===== src/rtl/rv32i_types.sv =====
// Shared types for the cache-to-memory adaptor: FSM state encoding,
// line/beat geometry and the line-alignment helper.
package rv32i_types;

  localparam int LINE_W      = 256;
  localparam int BEAT_W      = 64;
  localparam int BURST_BEATS = 4;

  localparam logic [1:0] LAST_BEAT = 2'(BURST_BEATS - 1);

  typedef enum logic [1:0] {
    idle     = 2'd0,
    rd_burst = 2'd1,
    wr_burst = 2'd2,
    done     = 2'd3
  } adaptor_states;

  // Clears the byte-within-line offset so memory always sees a line-aligned address.
  function automatic logic [31:0] line_align(input logic [31:0] addr);
    return addr & ~32'h0000_001f;
  endfunction

endpackage


===== src/rtl/cacheline_adaptor.sv =====
// Converts one 256-bit line request into a four-beat 64-bit memory burst.
// Optional macro ADAPTOR_EARLY_RESP_EN: read completion is signalled in the cycle of the last beat.
module cacheline_adaptor
  import rv32i_types::*;
(
  input  logic              clk,
  input  logic              rst,

  input  logic [LINE_W-1:0] line_i,
  output logic [LINE_W-1:0] line_o,
  input  logic [31:0]       address_i,
  input  logic              read_i,
  input  logic              write_i,
  output logic              resp_o,

  input  logic [BEAT_W-1:0] burst_i,
  output logic [BEAT_W-1:0] burst_o,
  output logic [31:0]       address_o,
  output logic              read_o,
  output logic              write_o,
  input  logic              resp_i
);

  adaptor_states     state_q, state_d;
  logic [1:0]        cnt_q;
  logic [LINE_W-1:0] line_q;
  logic [31:0]       addr_q;

  logic last_beat;
  assign last_beat = resp_i && (cnt_q == LAST_BEAT);

  // NOTE: the line buffer is an ordinary flop array, so it is reset like any
  // other state; that keeps line_o at zero whenever rst is low.
  // NOTE: sequential state uses non-blocking assignments so every register
  // samples pre-edge values regardless of statement order.
  always_ff @(posedge clk or negedge rst) begin
    if (!rst) begin
      state_q <= idle;
      cnt_q   <= '0;
      line_q  <= '0;
      addr_q  <= '0;
    end else begin
      state_q <= state_d;
      case (state_q)
        idle: begin
          if (write_i || read_i) begin
            addr_q <= line_align(address_i);
            cnt_q  <= '0;
            if (write_i) line_q <= line_i;
          end
        end
        rd_burst: begin
          if (resp_i) begin
            line_q[BEAT_W*cnt_q +: BEAT_W] <= burst_i;
            cnt_q <= cnt_q + 2'd1;
          end
        end
        wr_burst: begin
          // cnt wraps 3 -> 0 on the final beat, ready for the next accept.
          if (resp_i) cnt_q <= cnt_q + 2'd1;
        end
        default: ;
      endcase
    end
  end

  // NOTE: every output of this block gets a default first, so no path through
  // the case statement can leave a latch behind.
  always_comb begin
    state_d = state_q;
    read_o  = 1'b0;
    write_o = 1'b0;
    resp_o  = 1'b0;
    line_o  = line_q;
    case (state_q)
      idle: begin
        if (write_i)     state_d = wr_burst;
        else if (read_i) state_d = rd_burst;
      end
      rd_burst: begin
        read_o = 1'b1;
        if (last_beat) begin
`ifdef ADAPTOR_EARLY_RESP_EN
          state_d = idle;
          resp_o  = 1'b1;
          line_o  = {burst_i, line_q[3*BEAT_W-1:0]};
`else
          state_d = done;
`endif
        end
      end
      wr_burst: begin
        write_o = 1'b1;
        if (last_beat) state_d = done;
      end
      done: begin
        resp_o  = 1'b1;
        state_d = idle;
      end
      default: state_d = idle;
    endcase
  end

  // Beat 0 is line[63:0]; the beat holds through gaps because cnt only moves on resp_i.
  assign burst_o   = (state_q == wr_burst) ? line_q[BEAT_W*cnt_q +: BEAT_W] : '0;
  assign address_o = addr_q;

endmodule


===== config.mk =====
export PLATFORM = sky130hd
export DESIGN_NAME = cacheline_adaptor
export DESIGN_NICKNAME = d
export VERILOG_FILES = /design/src/rtl/rv32i_types.sv /design/src/rtl/cacheline_adaptor.sv
export SDC_FILE = /design/constraint.sdc
export NUM_CORES = 1
export LEC_CHECK = 0
export CAP_MARGIN = 15
export CORE_AREA = 2 2 276 278
export CTS_BUF_LIST = sky130_fd_sc_hd__clkbuf_16
export DETAILED_ROUTE_END_ITERATION = 10
export DIE_AREA = 0 0 278 280
export GPL_ROUTABILITY_DRIVEN = 1
export PLACE_DENSITY = 0.53
export SLEW_MARGIN = 15
export SYNTH_ARGS = -nofsm -noshare
export SYNTH_HDL_FRONTEND = slang
export SYNTH_SLANG_ARGS = --single-unit
export TNS_END_PERCENT = 30

===== constraint.sdc =====
create_clock -name clk -period 5.9 [get_ports clk]
set_input_delay 1.18 -clock clk [delete_from_list [all_inputs] [get_ports clk]]
set_output_delay 1.18 -clock clk [all_outputs]
set_load 0.005 [all_outputs]

==> results.cfg <==
[clock_tree]
clockBufferDepth = 3
clock_sinks = 287
clock_latency_ns = 0.56
clkTransAtPathRegs_ns = 0.06
ctsResizeCount = 0
postCtsSetupRepairBufs = 0
root_buffer = clkbuf_16
cts_tree = built
cts_hold_buffers = 0
htreeDepth = 2
numCtsBuffers = 39

[finish]
mostFrequentLayoutCell = clkdlybuf4s50_1
syn_to_final_growth_pct = 50.5
fin_util_pct = 35.2
fillers = 7275
mostFrequentLayoutCells = 700 x clkdlybuf4s50_1, 285 x dfrtp_1, 166 x mux2_4
drive_above_1_share_pct = 23.0
nets = 2268
layoutNonFillerInstCount = 2915

[routing]
wl_per_cell_um = 28.4
vias_per_cell = 5.17
wl_mm = 82.9
dr_total_vias = 15100
dr.pass1.iters = 5
drc = 0
drt_iter0_markers = 803
detail-route-antenna-nets = 0

[pwr]
p_sw_uw = 6030
p_comb_share_pct = 59.6
finalPower_uw = 15600
sw_frac_of_total_pct = 38.6
p_clk_share_pct = 14.3
powerDensity_nw_per_um2 = 591
internal-power_uw = 9610
max-vdd-ir-drop_mv = 0.395
seqPwrFrac_pct = 26.1
p_leak_uw = 0.0111

[critical_path]
r2r_start = cnt_q[1]
cp-end-kind = output pin
path_max_fanout = 35
crit_required_ns = 4.72
worst_r2r_endpoint = line_o[195]
cp-start-kind = flip-flop
r2r_slack_ns = 2.14
critical_path_class = flip-flop to output pin
cp.arrival_ns = 3.45
ff2ff_path_depth = 6

[synth]
yosysWarnings = 0
synth_seq_cells = 287
synth.cell_area_um2 = 17600
synth.avg_cell_area_um2 = 13.7
ys_seq_area_share_pct = 40.9
synth_cell_type_count = 31
postSynthCellCount = 1282

[timing]
fmax_mhz = 216
worst_pin_slew_ns = 1.15
max_slew_margin_pct = 23.2
period_minus_slack_ns = 4.63
fin_ws_ns = 1.27
setup_viol = 0
setup_tns_ns = 0
fin_crit_sh_pct = 78.6
rsz0062_at_grt = no
hold_violations = 0
final_max_slew_viol_count = 0
finClkSkew_ns = 0.0178

[grt]
antenna_found_initial = 13
overflow = 0
grt_pass1_vias = 16000
track_usage_pct = 20.3
met3_usage_pct = 4.69
met1_usage_pct = 24.2
grt_pass1_wl_mm = 117
use_met2_pct = 35.5
grt_max_degree = 143
grt.busiest_layer = met2

[place]
place_hpwl_mm = 54.1
dp.cells = 2838
pre_cts_ws_ns = 1.76
place_congestion = 0.850
port_buffers = 701

[floorplanning]
die-area_um2 = 77800
num_rows = 101
top_level_ports = 712
start_util_pct = 23.4
core_um2 = 75200
die_width_um = 278
die_y_um = 280

[min_path]
min_path_type = input pin to async pin

[outcome]
status = completed

[run]
cap_viol_max_count = 0
power groups by stage:
| stage | sequential [uW] | combinational (uW) | clock [uW] |
|---|---|---|---|
| after CTS | 4080 | 9420 | 2310 |
| after global routing | 4190 | 9790 | 2390 |
| after detailed placement | 4080 | 9380 | 0 |
| final | 4080 | 9330 | 2230 |
| after global placement | 4050 | 9310 | 0 |
| after floorplan | 3690 | 5270 | 0 |
critical path: stages, from the launching register on:
cell	delay, ns
dfrtp_4	1.01
buf_4	0.59
mux4_2	0.64
and2_1	0.19
clkdlybuf4s50_1	0.44
cell type report:
class                   count  area, um^2  share of cell area (%)
clock buffers              39         976                    3.69
flip-flops and latches    287        7190                    27.2
inverters                   7        28.8                   0.109
multi-input cells         840        9500                    35.9
diodes                     10        25.0                  0.0946
clock inverters            28         184                   0.695
repair buffers            726        7320                    27.7
well taps                 978        1220                    4.63
logic make-up (layout without fill, tap and decap cells):
family / count (synthesis) / count (layout) / share of synthesized area, %
adders and majority gates: 10 / 10 / 0.712
AOI/OAI and AO/OA: 267 / 267 / 15.3
muxes: 350 / 350 / 30.1
buffers and inverters: 159 / 800 / 5.65
DFF: 287 / 287 / 40.9
other: 1 / 15 / 0.0213
and+or+nand+nor: 208 / 208 / 7.35
worst max-delay path by stage:
| stage | from | end | slack (ns) | cells past startpoint |
|---|---|---|---|---|
| floorplan | cnt_q[0] | burst_o[14] | 3.12 | 4 |
| global placement | cnt_q[0] | burst_o[44] | 1.77 | 4 |
| detailed placement | cnt_q[0] | burst_o[44] | 1.76 | 4 |
| CTS | cnt_q[0] | burst_o[44] | 1.15 | 4 |
| global route | cnt_q[0] | burst_o[44] | 1.06 | 4 |
| finish | cnt_q[0] | burst_o[44] | 1.27 | 4 |
metrics by stage:
| stage | hold slack, ns | area [um^2] |
|---|---|---|
| floorplan | 0.504 | 17600 |
| global placement | 0.488 | 25300 |
| detailed placement | 0.492 | 25300 |
| CTS | 0.387 | 26400 |
| global route | 0.390 | 26400 |
| finish | 0.426 | 26400 |
layer usage:
| metal | wire length [um] | part of all wire [%] | vias up |
|---|---|---|---|
| met3 | 5250 | 6.3 | 134 |
| met2 | 41900 | 51 | 689 |
| met5 | 35 | 0.042 | - |
| met4 | 2600 | 3.1 | 6 |
| met1 | 33100 | 40 | 7941 |
| li1 | - | - | 6299 |
registers in the layout (all words and copies together) (netlist names):
name and count:
line_o 256, cnt_q 2, state_q 2, address_o 27
synthesized netlist by cell type:
library cell	number	share of area [%]
a21oi_4	4	0.37
and2_1	65	2.3
buf_6	41	2.6
a21boi_0	1	0.043
inv_2	1	0.021
o21ai_2	1	0.050
and2b_1	5	0.21
mux2i_1	2	0.11
dfrtp_1	287	41
nor2b_1	128	4.6
mux2_2	117	7.5
a221o_1	1	0.057
conb_1	1	0.021
mux4_2	64	8.2
mux2_4	166	14
mux2i_4	1	0.13
buf_2	34	0.97
inv_1	6	0.13
buf_4	12	0.51
nand2_1	6	0.13
a32o_1	128	7.3
ha_1	10	0.71
and3b_1	1	0.050
buf_1	5	0.11
clkbuf_2	1	0.028
nor3b_1	1	0.043
a221oi_1	2	0.10
a41o_1	128	7.3
o22ai_1	2	0.071
clkbuf_1	59	1.3
nor2_1	2	0.043
Note: power is estimated with default switching activity, not from simulation.
